**src/rtl/mem_port_arbiter_pkg.sv**
```systemverilog
// mem_port_arbiter_pkg: shared types and constants for the memory port arbiter
package mem_port_arbiter_pkg;
   typedef enum logic [2:0] {
      LB  = 3'b000,
      LH  = 3'b001,
      LW  = 3'b010,
      LBU = 3'b100,
      LHU = 3'b101
   } funct3ITypeLOAD_e;
   typedef enum logic [1:0] {IDLE, INST, DATA} memArbState_e;
   typedef enum logic {OWN_INST, OWN_DATA} memOwner_e;
   localparam logic [1:0] SIZE_BYTE = 2'(LB);
   localparam logic [1:0] SIZE_HALF = 2'(LH);
   localparam logic [1:0] SIZE_WORD = 2'(LW);
   localparam int MEM_BE_W = 4;
endpackage

```
**src/rtl/mem_lane_align.sv**
```systemverilog
// mem_lane_align: access size and address to byte enables, replicated write lanes and misalign flag
module mem_lane_align
   import mem_port_arbiter_pkg::*;
(
   input  logic [1:0]          size,
   input  logic [1:0]          addr_lo,
   input  logic [31:0]         wr_data,
   output logic [MEM_BE_W-1:0] be,
   output logic [31:0]         wdata,
   output logic                misaligned
);
   always_comb begin
      be = size == SIZE_BYTE ? MEM_BE_W'(1) << addr_lo :
           size == SIZE_HALF ? MEM_BE_W'(3) << addr_lo : '1;
      wdata = size == SIZE_BYTE ? {4{wr_data[7:0]}} :
              size == SIZE_HALF ? {2{wr_data[15:0]}} : wr_data;
      misaligned = (size == SIZE_HALF && addr_lo[0]) || (size[1] && addr_lo != 2'b00);
   end
endmodule

```
**src/rtl/mem_port_arbiter.sv**
```systemverilog
// mem_port_arbiter: shares one single-outstanding memory port between instruction fetch and data access
module mem_port_arbiter
   import mem_port_arbiter_pkg::*;
#(
   parameter int TIMEOUT    = 64,
   parameter int DATA_BURST = 4
) (
   input  logic                clk,
   input  logic                rst,
   input  logic                clk_en,
   input  logic                inst_rd_en,
   input  logic [31:0]         inst_addr,
   output logic                inst_ready,
   output logic [31:0]         inst_data,
   output logic                inst_err,
   input  logic                data_rd_en,
   input  logic                data_wr_en,
   input  logic [31:0]         data_addr,
   input  logic [31:0]         data_wr,
   input  logic [1:0]          data_rd_wr_ctrl,
   output logic                data_ready,
   output logic [31:0]         data_rd,
   output logic                data_err,
   output logic                mem_req,
   output logic                mem_we,
   output logic [31:0]         mem_addr,
   output logic [MEM_BE_W-1:0] mem_be,
   output logic [31:0]         mem_wdata,
   input  logic                mem_ack,
   input  logic [31:0]         mem_rdata
);
   localparam int WAIT_W  = $clog2(TIMEOUT + 1);
   localparam int BURST_W = $clog2(DATA_BURST + 1);

   memArbState_e        state_q, state_d;
   memOwner_e           owner;
   logic [WAIT_W-1:0]   wait_cnt_q, wait_cnt_d;
   logic [BURST_W-1:0]  burst_cnt_q, burst_cnt_d;
   logic                mem_req_q, mem_req_d, mem_we_q, mem_we_d;
   logic [31:0]         mem_addr_q, mem_addr_d, mem_wdata_q, mem_wdata_d;
   logic [MEM_BE_W-1:0] mem_be_q, mem_be_d;
   logic                inst_ready_q, inst_ready_d, inst_err_q, inst_err_d;
   logic                data_ready_q, data_ready_d, data_err_q, data_err_d;
   logic [31:0]         inst_data_q, inst_data_d, data_rd_q, data_rd_d;
   logic [MEM_BE_W-1:0] lane_be;
   logic [31:0]         lane_wdata;
   logic                misaligned, data_req, inst_elig, data_elig;
   logic                grant_inst, grant_data, entering, timeout, done;
   logic                unused_inst_lo;

   assign unused_inst_lo = ^inst_addr[1:0];

   mem_lane_align u_align (
      .size       (data_rd_wr_ctrl),
      .addr_lo    (data_addr[1:0]),
      .wr_data    (data_wr),
      .be         (lane_be),
      .wdata      (lane_wdata),
      .misaligned (misaligned)
   );

   always_comb begin
      data_req = data_rd_en | data_wr_en;
      inst_elig = inst_rd_en & ~inst_ready_q;
      data_elig = data_req & ~data_ready_q;
      // a raw data request blocks instruction grants until the burst quota is spent
      grant_inst = state_q == IDLE && inst_elig && (!data_req || burst_cnt_q == BURST_W'(DATA_BURST));
      grant_data = state_q == IDLE && data_elig && !grant_inst;
      entering = grant_inst || (grant_data && !misaligned);
      timeout = wait_cnt_q == WAIT_W'(TIMEOUT - 1);
      owner = state_q == DATA ? OWN_DATA : OWN_INST;
      done = state_q != IDLE && (mem_ack || timeout);
      state_d = done ? IDLE : grant_inst ? INST : entering ? DATA : state_q;
      wait_cnt_d = (state_q == IDLE || done) ? '0 : wait_cnt_q + WAIT_W'(1);
      burst_cnt_d = (!inst_rd_en || grant_inst) ? '0 :
                    (grant_data && burst_cnt_q != BURST_W'(DATA_BURST)) ? burst_cnt_q + BURST_W'(1) : burst_cnt_q;
      mem_req_d = done ? 1'b0 : entering ? 1'b1 : mem_req_q;
      mem_we_d = done ? 1'b0 : entering ? grant_data & data_wr_en : mem_we_q;
      mem_addr_d = done ? '0 : entering ? {(grant_inst ? inst_addr[31:2] : data_addr[31:2]), 2'b00} : mem_addr_q;
      mem_be_d = done ? '0 : entering ? (grant_inst ? '1 : lane_be) : mem_be_q;
      mem_wdata_d = done ? '0 : entering ? (grant_inst ? '0 : lane_wdata) : mem_wdata_q;
      inst_ready_d = done && owner == OWN_INST;
      inst_err_d = inst_ready_d && !mem_ack;
      inst_data_d = (inst_ready_d && mem_ack) ? mem_rdata : '0;
      data_ready_d = (done && owner == OWN_DATA) || (grant_data && misaligned);
      data_err_d = (done && owner == OWN_DATA && !mem_ack) || (grant_data && misaligned);
      data_rd_d = (done && owner == OWN_DATA && mem_ack && !mem_we_q) ? mem_rdata : '0;
   end

   always_ff @(posedge clk) begin
      if (rst) begin
         state_q      <= IDLE;
         wait_cnt_q   <= '0;
         burst_cnt_q  <= '0;
         mem_req_q    <= 1'b0;
         mem_we_q     <= 1'b0;
         mem_addr_q   <= '0;
         mem_be_q     <= '0;
         mem_wdata_q  <= '0;
         inst_ready_q <= 1'b0;
         inst_err_q   <= 1'b0;
         inst_data_q  <= '0;
         data_ready_q <= 1'b0;
         data_err_q   <= 1'b0;
         data_rd_q    <= '0;
      end else if (clk_en) begin
         state_q      <= state_d;
         wait_cnt_q   <= wait_cnt_d;
         burst_cnt_q  <= burst_cnt_d;
         mem_req_q    <= mem_req_d;
         mem_we_q     <= mem_we_d;
         mem_addr_q   <= mem_addr_d;
         mem_be_q     <= mem_be_d;
         mem_wdata_q  <= mem_wdata_d;
         inst_ready_q <= inst_ready_d;
         inst_err_q   <= inst_err_d;
         inst_data_q  <= inst_data_d;
         data_ready_q <= data_ready_d;
         data_err_q   <= data_err_d;
         data_rd_q    <= data_rd_d;
      end
   end

   assign mem_req    = mem_req_q;
   assign mem_we     = mem_we_q;
   assign mem_addr   = mem_addr_q;
   assign mem_be     = mem_be_q;
   assign mem_wdata  = mem_wdata_q;
   assign inst_ready = inst_ready_q;
   assign inst_err   = inst_err_q;
   assign inst_data  = inst_data_q;
   assign data_ready = data_ready_q;
   assign data_err   = data_err_q;
   assign data_rd    = data_rd_q;
endmodule

```
**config.mk**
```make
export PLATFORM = sky130hd
export DESIGN_NAME = mem_port_arbiter
export DESIGN_NICKNAME = d
export VERILOG_FILES = /design/src/rtl/mem_port_arbiter_pkg.sv /design/src/rtl/mem_lane_align.sv /design/src/rtl/mem_port_arbiter.sv
export SDC_FILE = /design/constraint.sdc
export NUM_CORES = 1
export LEC_CHECK = 0
export CAP_MARGIN = 10
export CORE_ASPECT_RATIO = 1.2
export CORE_MARGIN = 10
export CORE_UTILIZATION = 43
export CTS_BUF_LIST = sky130_fd_sc_hd__clkbuf_16
export DETAILED_ROUTE_END_ITERATION = 12
export GPL_ROUTABILITY_DRIVEN = 1
export PLACE_DENSITY = 0.83
export SLEW_MARGIN = 20
export SYNTH_ARGS = -nofsm -noshare
export SYNTH_HDL_FRONTEND = slang
export SYNTH_SLANG_ARGS = --single-unit
```
**constraint.sdc**
```tcl
create_clock -name clk -period 2.1 [get_ports clk]
set_input_delay 0.42 -clock clk [delete_from_list [all_inputs] [get_ports clk]]
set_output_delay 0.42 -clock clk [all_outputs]
set_load 0.01 [all_outputs]
```
Word level (Yosys, flattened, before mapping)

Index checks and enable logic that the tools add are counted.

Output and inout bits: 138
Logic and storage cells: 97
Register bits after elaboration: 150
Input port bits: 137

Eq/ne operators: 5
Reductions and logical operators: 41
Shift operators: 2
Add/subtract/negate cells: 2
Mux-type cells: 26
Bitwise operators: 7

Operators by type and width:

| operator                                                          | number |
|---|---|
| 32-bit 2-to-1 mux                                                 | 9 |
| 30-bit 2-to-1 mux                                                 | 1 |
| 4-bit 2-to-1 mux                                                  | 5 |
| 1-bit logical AND                                                 | 17 |
| 1-bit logical OR                                                  | 8 |
| 2-bit nonzero test                                                | 4 |
| 7-bit by 1-bit adder with 7-bit output, second input constant     | 1 |
| 7-bit by 6-bit == test with 1-bit output, second input constant   | 1 |
| 7-bit 2-to-1 mux                                                  | 1 |
| 1-bit zero test                                                   | 6 |
| 2-bit 2-to-1 mux                                                  | 3 |
| 3-bit 2-to-1 mux                                                  | 2 |
| 2-bit AND reduction                                               | 3 |
| 1-bit 2-to-1 mux                                                  | 5 |
| 2-bit zero test                                                   | 2 |
| 1-bit by 2-bit << shifter with 4-bit output, first input constant | 1 |
| 2-bit by 2-bit << shifter with 4-bit output, first input constant | 1 |
| 3-bit by 1-bit adder with 3-bit output, second input constant     | 1 |
| 1-bit AND                                                         | 3 |
| 3-bit == test, second input constant                              | 1 |
| 3-bit != test, second input constant                              | 1 |
| 1-bit inverter                                                    | 3 |
| 3-bit nonzero test                                                | 1 |
| 2-bit by 1-bit == test with 1-bit output, second input constant   | 1 |
| other kinds (2)                                                   | 2 |

Depth between registers and ports, before layout

Gate-level depths: netlist of run 1.

Word-level depth: 11
Gate-level depth with buffers: 9

Hierarchy

From an unflattened synthesis of run 1, not the netlist that was laid out.

Cells, all modules: 826
Area total of the unflattened synthesis: 6980.4 um^2

By module, submodules not included:

| module           | instances | area each (um^2) | cells each |
|---|---|---|---|
| mem_port_arbiter | 1         | 6416.2           | 757 |
| mem_lane_align   | 1         | 564.3            | 69 |

Worst setup path before layout of run 1

No wires, ideal clock.

Path type: register to register
Start point: register wait_cnt_q[0]
End point: register mem_addr_q[10], in the netlist mem_addr[10]
Setup slack: 0.354 ns
Data required time: 1.978 ns
Cell stages (with the launch flop): 9
Arrival: 1.624 ns
Path through: dfxtp_1 ha_1 nand4b_1 o31ai_4 o22ai_2 nor2b_4 buf_12 buf_12 o2bb2ai_2

Word-level cells in the longest chain between the ends: 5
Elaborated cells on any way between the ends: 6
Classes of those cells: 1 x eq/ne; 1 x mux; 4 x reduce/logical

Ends and longest elaborated chain:

| what                                         | line                    | text |
|---|---|---|
| start, declared                              | mem_port_arbiter.sv:37  | `logic [WAIT_W-1:0] wait_cnt_q, wait_cnt_d;` |
| start signal, assigned                       | mem_port_arbiter.sv:108 | `wait_cnt_q <= wait_cnt_d;` |
| 7-bit by 6-bit == test with 1-bit output (*) | mem_port_arbiter.sv:70  | `timeout = wait_cnt_q == WAIT_W'(TIMEOUT - 1);` |
| 1-bit logical OR (*)                         | mem_port_arbiter.sv:72  | `done = state_q != IDLE && (mem_ack \|\| timeout);` |
| 1-bit logical AND (*)                        | mem_port_arbiter.sv:72  |  |
| 2-bit nonzero test (no line)                 | n/a                     |  |
| 2-bit AND reduction (no line)                | n/a                     |  |
| end signal, assigned                         | mem_port_arbiter.sv:112 | `mem_addr_q <= mem_addr_d;` |
| end, declared                                | mem_port_arbiter.sv:40  | `logic [31:0] mem_addr_q, mem_addr_d, mem_wdata_q, mem_wdata_d;` |

Every way passes the cells marked *; elsewhere a longest branch is shown, timed or not.
A chain may end at the register's enable or synchronous reset.

Worst setup path in the final report of run 1

Start point: register wait_cnt_q[0]
End point: register mem_wdata_q[27], in the netlist mem_wdata[27]

Word-level cells in the longest chain between the ends: 5
Elaborated cells on any way between the ends: 6
Classes of those cells: 1 x eq/ne; 1 x mux; 4 x reduce/logical

Ends and longest elaborated chain:

| what                                         | line                    | text |
|---|---|---|
| 7-bit by 6-bit == test with 1-bit output (*) | mem_port_arbiter.sv:70  |  |
| 1-bit logical OR (*)                         | mem_port_arbiter.sv:72  |  |
| 1-bit logical AND (*)                        | mem_port_arbiter.sv:72  |  |
| 2-bit nonzero test (no line)                 | n/a                     |  |
| 2-bit AND reduction (no line)                | n/a                     |  |
| end signal, assigned                         | mem_port_arbiter.sv:114 | `mem_wdata_q <= mem_wdata_d;` |
| end, declared                                | mem_port_arbiter.sv:40  |  |

Marked as above.

==> run summary, run 1 <==
YS warnings: 0
final setup margin: 0.128 ns
largest net degree at the start of global routing: 73
Worst-Margin Slew: 0.754 ns
layout cells sized above 1: 0.141
# nets final: 1053
ys flop type: dfxtp_1
Routability Congestion: 0.808
All-Layer GR Usage: 0.207
Post-Syn Area per Cell: 10.0 um^2
Num CTS Buffers: 17
DR vias: 5814
H-tree depth: 4
mapped cell area: 0.00638 mm^2
peak supply drop: 0.514 mV
Synth Area in XOR/XNOR: 0.00961
Synth Area in Compound Gates: 0.223
worst-skew pair later-pin latency: 0.43 ns
CTS Hold Buffers Added: 0
IO Port Bufs: 270
global-route wire length before repair: 33.3 mm
WS Path Type: register to register
Pleak: 3.52 nW
proportion of synthesized area in mux cells: 0.0914
pwr dens: 708 mW/mm^2
final setup fails: 0
fillers: 1111
total power: 7.06 mW
final number of hold-violating endpoints: 0
Vias per Instance: 5.18
Seq cells post-synth: 148
Root Driver: clkbuf_16
count of different cell masters after synthesis: 54
final hold slack: 0.417 ns
WL/cell: 19.0 um
period utilization: 0.939
Boundary Pins: 275
drt pass-1 iters: 4
initial antenna violation count: 1
clock skew: 0.0292 ns
DRT iter0 DRCs: 337
Area Overhead vs Synth: 56.4%
full die area: 0.0201 mm^2
Max-cap violations: 0
Simple-Gate Fraction of Synth Area: 0.139
WP data arrival: 2.28 ns
Hold WC Path Type: primary input to register
number of synthesized flops with an enable pin: 0
# diodes: 0
# clock sinks: 148
Reg2Reg Setup Slack: 0.13 ns
Initial Utilization: 0.441
Worst Path Max Fanout: 28
Die W: 131 um
Resize count post-CTS: 0
largest family of logic cells by synthesized area: compound AO/OA/AOI/OAI gates
setup bufs post-CTS: 0
crit path time final: 1.97 ns
DP Wirelength: 16.0 mm
post-route ant nets: 0
fmax: 507 MHz
CTS tree: done
Async SR Flop Fraction: 0
Critical Path Start Type: register
status: finished, final reports clean
final global-route overflow total: 0
DR DRC count: 0
clock buffer depth: 2
Post-Synth Adder-Cell Area: 0.0137
Die Y: 153 um
core area: 0.0145 mm^2
# rows: 48
cells after synthesis: 635
routed wire length: 21.3 mm
Crit path required time: 2.41 ns
Worst-path clk slew: 0.06 ns
setup repair after global routing missed its margin: no
worst relative slew slack: 0.498
final core utilization: 0.690
vias in the first global route: 5887
Pins Over Slew Limit: 0
Crit. End Element: register
dpl ws: -0.326 ns
register area share after synthesis: 0.464
[critical path, stage by stage (launching register included)]
cell and delay, ns:
dfxtp_1 0.37, ha_1 0.21, nand4b_1 0.22, o31ai_4 0.33, o22ai_2 0.15, nor2b_4 0.17, buf_12 0.17, a22o_1 0.24
[metrics by stage]
step           setup TNS [ns]  cell area (um^2)  std cells
3_3_place_gp           -10.92              9440       1090
3_5_place_dp           -13.95              9440       1090
5_1_grt                     0              9980       1122
4_1_cts                     0              9980       1122
6_report                    0              9980       1122
2_1_floorplan               0              6380        636
[flip-flops by register name, summed over array words and instances (netlist names)]
signal,count
burst_cnt_q,3
data_err,1
data_rd,32
data_ready,1
inst_data,32
inst_err,1
inst_ready,1
mem_addr,30
mem_be,4
mem_req,1
mem_wdata,32
mem_we,1
state_q,2
wait_cnt_q,7
[kinds of logic (layout without fill, tap and decap cells)]
logic type,Yosys count,count (layout)
mux,57,57
xor+xnor,7,7
flops,148,148
buf+inv,63,349
compound gates,166,166
other cells,1,2
simple gates,186,186
fa+ha+maj,7,7
[metal layers]
layer  up-vias  share of wire  GRT usage
li1       2831              -          -
met1      2743           0.41      0.237
met2       226           0.48      0.337
met3        12          0.095     0.0980
met4         2         0.0095     0.0579
met5         -        0.00052          0
[worst paths after layout]
kind | from | endpoint | depth (start not counted)
setup / recovery | wait_cnt_q[0] | mem_wdata[27] | 7
hold reg to reg | data_rd[18] | data_rd[18] | 2
setup reg to reg | wait_cnt_q[0] | mem_wdata[27] | 7
hold / removal | rst | mem_be[0] | 3
[final cells by class]
| cell class | count | area [um^2] | share of cell area |
|---|---|---|---|
| sequential | 148 | 2960 | 0.297 |
| inverter | 7 | 26.3 | 0.00263 |
| clock inverter | 15 | 119 | 0.0119 |
| timing repair buffer | 310 | 3130 | 0.314 |
| multi-input combinational | 425 | 3070 | 0.307 |
| clock buffer | 17 | 425 | 0.0426 |
| tap | 200 | 250 | 0.0251 |
[where the power goes]
part / switching (mW) / internal [mW] / total, mW
logic: 0.565 / 0.696 / 1.26
registers: 0.0823 / 2.93 / 3.01
clock network: 1.26 / 1.53 / 2.79
total: 1.91 / 5.16 / 7.06
[placed cells by master, fill, tap and decap left out, types with 5 or more instances in the layout]
master	instances
buf_4	29
buf_12	11
nand3_1	66
o2bb2ai_1	11
o2bb2ai_2	40
ha_1	7
nor2_1	15
inv_6	6
nand2_1	82
dfxtp_1	148
clkinvlp_4	5
a21oi_1	69
clkbuf_16	17
inv_1	6
a22o_1	16
mux2i_1	56
o21ai_0	11
clkdlybuf4s50_1	268
[cell usage after synthesis, types with 4 or more instances]
cell type | number | share of area
o21ai_0 | 11 | 0.0086
clkbuf_1 | 25 | 0.015
buf_4 | 7 | 0.0082
mux2i_1 | 56 | 0.088
nand3_1 | 66 | 0.052
inv_1 | 7 | 0.0041
o2bb2ai_1 | 11 | 0.015
buf_12 | 5 | 0.016
ha_1 | 7 | 0.014
nor3_1 | 4 | 0.0031
nand2_1 | 83 | 0.049
a21oi_1 | 69 | 0.054
dfxtp_1 | 148 | 0.46
a22o_1 | 16 | 0.022
nor2_1 | 15 | 0.0088
buf_1 | 6 | 0.0035
buf_2 | 11 | 0.0086
xor2_1 | 4 | 0.0055
o2bb2ai_2 | 40 | 0.094
Power figures use the tool's default switching activity.
==> run 2: changes to the inputs <==
- CELL_PAD_IN_SITES_DETAIL_PLACEMENT: unset -> 0
- CELL_PAD_IN_SITES_GLOBAL_PLACEMENT: unset -> 2
- CORE_UTILIZATION: 43 -> 25
- PLACE_DENSITY: 0.83 -> unset
- PLACE_DENSITY_LB_ADDON: unset -> 0.1
==> run 2 against run 1 <==
First-iteration DRC count is 36% lower. Hold slack worse by 0.0032 ns. Combinational power is 6% higher. Largest power group is now the clock network. Sequential cell count stayed put. Critical path type unchanged. Highest routed layer is now met4. Critical path depth is 1 higher.
==> run summary, run 2 (same netlist as run 1, synthesis figures left out) <==
Die Y: 195 um (was 153 um)
Crit path required time: 2.42 ns (was 2.41 ns)
most frequent cells in the layout: clkdlybuf4s50_1, dfxtp_1, nand2_1 (unchanged)
layout cells sized above 1: 0.142 (was 0.141)
final setup fails: 0 (unchanged)
most common cell after layout, fill and taps aside: clkdlybuf4s50_1 (unchanged)
Crit. End Element: register (unchanged)
CTS tree: done (unchanged)
WP data arrival: 2.31 ns (was 2.28 ns)
largest net degree at the start of global routing: 60 (was 73)
fmax: 502 MHz (was 507 MHz)
Pleak: 3.58 nW (was 3.52 nW)
Worst Path Max Fanout: 21 (was 28)
total power: 7.44 mW (was 7.06 mW)
pwr dens: 723 mW/mm^2 (was 708 mW/mm^2)
global-route wire length before repair: 36.8 mm (was 33.3 mm)
routed wire length: 23.7 mm (was 21.3 mm)
H-tree depth: 4 (unchanged)
# nets final: 1054 (was 1053)
peak supply drop: 0.550 mV (was 0.514 mV)
Area Overhead vs Synth: 61.3% (was 56.4%)
# rows: 64 (was 48)
multi-input logic area: 0.00309 mm^2 (was 0.00307 mm^2)
worst relative slew slack: 0.615 (was 0.498)
post-route ant nets: 0 (unchanged)
IO Port Bufs: 270 (unchanged)
final number of hold-violating endpoints: 0 (unchanged)
Num CTS Buffers: 17 (unchanged)
core area: 0.0253 mm^2 (was 0.0145 mm^2)
Routability Congestion: 0.769 (was 0.808)
Root Driver: clkbuf_16 (unchanged)
full die area: 0.0323 mm^2 (was 0.0201 mm^2)
Worst-Margin Slew: 0.577 ns (was 0.754 ns)
DRT iter0 DRCs: 215 (was 337)
Initial Utilization: 0.252 (was 0.441)
R2R depth: 8 (was 7)
vias in the first global route: 6221 (was 5887)
# clock sinks: 148 (unchanged)
clock buffer depth: 2 (unchanged)
WHS Path Cells: 3 (unchanged)
clock skew: 0.00953 ns (was 0.0292 ns)
setup repair after global routing missed its margin: no (unchanged)
final global-route overflow total: 0 (unchanged)
Hold WC Path Type: primary input to register (unchanged)
crit path time final: 1.99 ns (was 1.97 ns)
DR vias: 5701 (was 5814)
All-Layer GR Usage: 0.142 (was 0.207)
Max-cap violations: 0 (unchanged)
final core utilization: 0.407 (was 0.690)
DR DRC count: 0 (unchanged)
status: finished, final reports clean (unchanged)
fillers: 2557 (was 1111)
storage element area: 0.00297 mm^2 (was 0.00296 mm^2)
DP Wirelength: 17.3 mm (was 16.0 mm)
period utilization: 0.949 (was 0.939)
worst-skew pair later-pin latency: 0.42 ns (was 0.43 ns)
initial antenna violation count: 0 (was 1)
WS Path Type: register to register (unchanged)
drt pass-1 iters: 4 (unchanged)
Critical Path Start Type: register (unchanged)
Pins Over Slew Limit: 0 (unchanged)
Boundary Pins: 275 (unchanged)
Vias per Instance: 4.55 (was 5.18)
Worst-path clk slew: 0.07 ns (was 0.06 ns)
WL/cell: 18.9 um (was 19.0 um)
Die W: 166 um (was 131 um)
==> run 2: what timing repair did <==
| action | in CTS | in global routing |
|---|---|---|
| gates resized for setup | 0 | 6 |
| setup endpoints to repair | 0 | 17 |
| buffers inserted | 0 | 5 |
| hold buffers | 0 | 0 |
==> run 2: path summary, 6_finish.rpt <==
path                                    start            end  slack, ns
worst max-delay path            wait_cnt_q[0]   mem_wdata[4]       0.11
worst min-delay path                      rst      mem_be[0]       0.41
worst max register to register  wait_cnt_q[0]   mem_wdata[4]       0.11
worst min register to register  wait_cnt_q[6]  wait_cnt_q[6]       0.46
==> run 2: area by class of cell <==
class,instances,area share
repair buffers,311,0.312
multi-input cells,425,0.300
flip-flops and latches,148,0.288
clock buffers,17,0.0413
well taps,330,0.0401
clock inverters,15,0.0160
inverters,7,0.00255
diodes,1,0.000243
==> run 2: where the power goes <==
| part | internal (mW) | switching (mW) |
|---|---|---|
| logic | 0.734 | 0.594 |
| registers | 2.93 | 0.0836 |
| clock network | 1.86 | 1.24 |
| total | 5.52 | 1.92 |
==> run 2: critical path, cell delays in order, from the launching register on <==
cell and delay (ns):
dfxtp_2 0.37, ha_4 0.16, nand4b_1 0.20, o31ai_4 0.36, o22ai_2 0.12, nor2b_4 0.15, buf_4 0.14, clkbuf_16 0.20
a22o_1 0.19
==> run 2: layer usage <==
layer  vias to the layer above  GRT usage  share of wire
met4                         0     0.0378          0.010
met3                        16     0.0558          0.077
met1                      2659      0.170           0.44
li1                       2829          -              -
met2                       197      0.232           0.47
met5                         -          0              0
==> run 2: through the flow <==
stage	worst slack (ns)	setup TNS (ns)	cells	hold slack [ns]	area, um^2
global route	0.0215	0	1253	0.437	10300
CTS	0.0593	0	1245	0.389	10100
detailed placement	-0.201	-10.64	1213	0.445	9550
global placement	-0.170	-9.86	1213	0.435	9550
finish	0.106	0	1254	0.414	10300
floorplan	0.354	0	636	0.423	6380
==> run 3: changes to the inputs <==
- CORE_UTILIZATION: 25 -> 24
- SYNTH_HIERARCHICAL: unset -> 1
==> run 3 against run 2 <==
Clock-buffer cell count is the same. Largest cell class is now multi-input combinational cells. Final area increased by 8.3%. Core utilization down 1.9 points. Critical path depth up 5. Via count rose by 18%. Sequential power is essentially flat.
==> run summary, run 3 <==
Async SR Flop Fraction: 0 (unchanged)
sequential share of power: 0.399 (was 0.405)
WL/cell: 18.4 um (was 18.9 um)
leading area contributor after synthesis: dfxtp_1 (unchanged)
routed wire length: 27.6 mm (was 23.7 mm)
Boundary Pins: 275 (unchanged)
Hold WC Path Type: primary input to register (unchanged)
Seq cells post-synth: 148 (unchanged)
H-tree depth: 4 (unchanged)
clock skew: 0.0177 ns (was 0.00953 ns)
Crit. End Element: register (unchanged)
period utilization: 0.939 (was 0.949)
final global-route overflow total: 0 (unchanged)
global-route wire length before repair: 42.0 mm (was 36.8 mm)
WP data arrival: 2.27 ns (was 2.31 ns)
Vias per Instance: 4.48 (was 4.55)
Crit path required time: 2.39 ns (was 2.42 ns)
Psw: 2.16 mW (was 1.92 mW)
Max-cap violations: 0 (unchanged)
total power: 7.54 mW (was 7.44 mW)
Root Driver: clkbuf_16 (unchanged)
Num CTS Buffers: 17 (unchanged)
final setup margin: 0.128 ns (was 0.106 ns)
Pleak: 4.41 nW (was 3.58 nW)
top post-synthesis cells by area: dfxtp_1, mux2i_1, nand2_1 (was dfxtp_1, o2bb2ai_2, mux2i_1)
Critical Path Start Type: primary input (was register)
peak supply drop: 0.351 mV (was 0.550 mV)
top-count cell post-synth: nand2_1 (was dfxtp_1)
Initial Utilization: 0.243 (was 0.252)
logic gate share of total power: 0.216 (was 0.179)
DP Wirelength: 19.9 mm (was 17.3 mm)
worst-skew pair later-pin latency: 0.42 ns (about the same)
cells after synthesis: 826 (was 635)
post-route ant nets: 0 (unchanged)
# nets final: 1244 (was 1054)
DR vias: 6713 (was 5701)
layout cells sized above 1: 0.127 (was 0.142)
most common cell after layout, fill and taps aside: clkdlybuf4s50_1 (unchanged)
Worst-Margin Slew: 0.502 ns (was 0.577 ns)
pwr dens: 677 mW/mm^2 (was 723 mW/mm^2)
Sw Ratio: 0.287 (was 0.258)
Die Y: 207 um (was 195 um)
ys flop type: dfxtp_1 (unchanged)
final number of hold-violating endpoints: 0 (unchanged)
IO Port Bufs: 270 (unchanged)
mapped cell area: 0.00698 mm^2 (was 0.00638 mm^2)
DR DRC count: 0 (unchanged)
crit path time final: 1.97 ns (was 1.99 ns)
vias in the first global route: 6827 (was 6221)
clock buffer depth: 2 (unchanged)
DRT iter0 DRCs: 385 (was 215)
largest net degree at the start of global routing: 74 (was 60)
worst relative slew slack: 0.663 (was 0.615)
Area Overhead vs Synth: 59.7% (was 61.3%)
number of synthesized flops with an enable pin: 0 (unchanged)
most frequent cells in the layout: clkdlybuf4s50_1, nand2_1, dfxtp_1 (was clkdlybuf4s50_1, dfxtp_1, nand2_1)
full die area: 0.0363 mm^2 (was 0.0323 mm^2)
final hold slack: 0.437 ns (was 0.414 ns)
final setup fails: 0 (unchanged)
register area share after synthesis: 0.424 (was 0.464)
status: finished, final reports clean (unchanged)
fmax: 507 MHz (was 502 MHz)
setup repair after global routing missed its margin: no (unchanged)
Routability Congestion: 0.760 (was 0.769)
count of different cell masters after synthesis: 52 (was 54)
clock power share: 0.385 (was 0.416)
YS warnings: 6 (was 0)
post-route cell area: 0.0111 mm^2 (was 0.0103 mm^2)
dpl ws: -0.467 ns (was -0.201 ns)
drt pass-1 iters: 5 (was 4)
Commonest cells post-synth: nand2_1, dfxtp_1, nand3_1 (was dfxtp_1, nand2_1, a21oi_1)
Synth top area share: 0.424 (was 0.464)
Worst Path Max Fanout: 2 (was 21)
Post-Syn Area per Cell: 8.45 um^2 (was 10.0 um^2)
Worst-path clk slew: 0.06 ns (was 0.07 ns)
internal power: 5.38 mW (was 5.52 mW)
WS Path Type: primary input to register (was register to register)
CTS tree: done (unchanged)
initial antenna violation count: 0 (unchanged)
Pins Over Slew Limit: 0 (unchanged)
All-Layer GR Usage: 0.147 (was 0.142)
core area: 0.0288 mm^2 (was 0.0253 mm^2)
Post-DP Area: 0.0103 mm^2 (was 0.00955 mm^2)
# rows: 68 (was 64)
# diodes: 0 (was 1)
Die W: 176 um (was 166 um)
# clock sinks: 148 (unchanged)
[run 3: cell types whose count changed after synthesis, moves of 28 or more]
cell       delta
nand3_1      +31
clkbuf_1     +28
nand2_1      +68
a21boi_0     +30
o2bb2ai_2    -40
and3_1       +31
[run 3: per-stage QoR]
step	cells	setup TNS, ns	util
final	1498	0	0.388
after global routing	1498	0	0.388
after CTS	1498	0	0.387
after detailed placement	1447	-29.45	0.358
after global placement	1447	-25.34	0.358
after floorplan	827	0	-
[run 3: final timing paths]
path | to | slack (ns) | from | depth (start not counted)
setup / recovery | mem_be[2] | 0.13 | data_addr[0] | 13
hold / removal | mem_we | 0.44 | rst | 4
setup reg to reg | mem_wdata[1] | 0.14 | burst_cnt_q[0] | 10
hold reg to reg | mem_addr[19] | 0.46 | mem_addr[19] | 2
[run 3: worst max-delay path: stages]
cell and delay [ns]:
dlygate4sd2_1 0.21, inv_1 0.06, buf_4 0.12, buf_4 0.12
buf_4 0.12, buf_4 0.12, buf_4 0.12, buf_4 0.12
buf_4 0.12, ha_1 0.18, a211o_1 0.29, o21ai_0 0.16
mux2i_1 0.09
[run 3: repair_timing]
action,in CTS,in global routing
hold buffers,0,0
gates resized for setup,13,7
endpoints found under the setup margin,35,41
pin swaps,2,3
gates cloned,4,0
buffers inserted,16,0
[run 3: layout make-up]
cell class	instances	area, um^2
inverters	10	40.0
multi-input cells	585	3600
clock inverters	15	124
clock buffers	17	425
fillers	3033	17600
well taps	385	482
flip-flops and latches	148	2970
repair buffers	338	3510
[run 3: power groups by stage]
stage	sequential [mW]	combinational [mW]	clock (mW)
after floorplan	3.12	0.635	0
after global placement	3.07	1.54	0
after detailed placement	3.07	1.53	0
after CTS	3.01	1.66	3.02
after global routing	3.02	1.76	3.13
final	3.01	1.63	2.90
[run 3: logic make-up after synthesis]
| group | share of synthesized area |
|---|---|
| compound gates | 0.139 |
| xor+xnor | 0.00627 |
| fa+ha+maj | 0.0125 |
| buf+inv | 0.0685 |
| flops | 0.424 |
| mux | 0.138 |
| other cells | 0.000537 |
| simple gates | 0.211 |
[run 3: per-layer routing]
layer,part of all wire,GRT usage
met1,0.44,0.179
met2,0.48,0.244
met3,0.081,0.0542
met4,0.0072,0.0336
met5,0,0
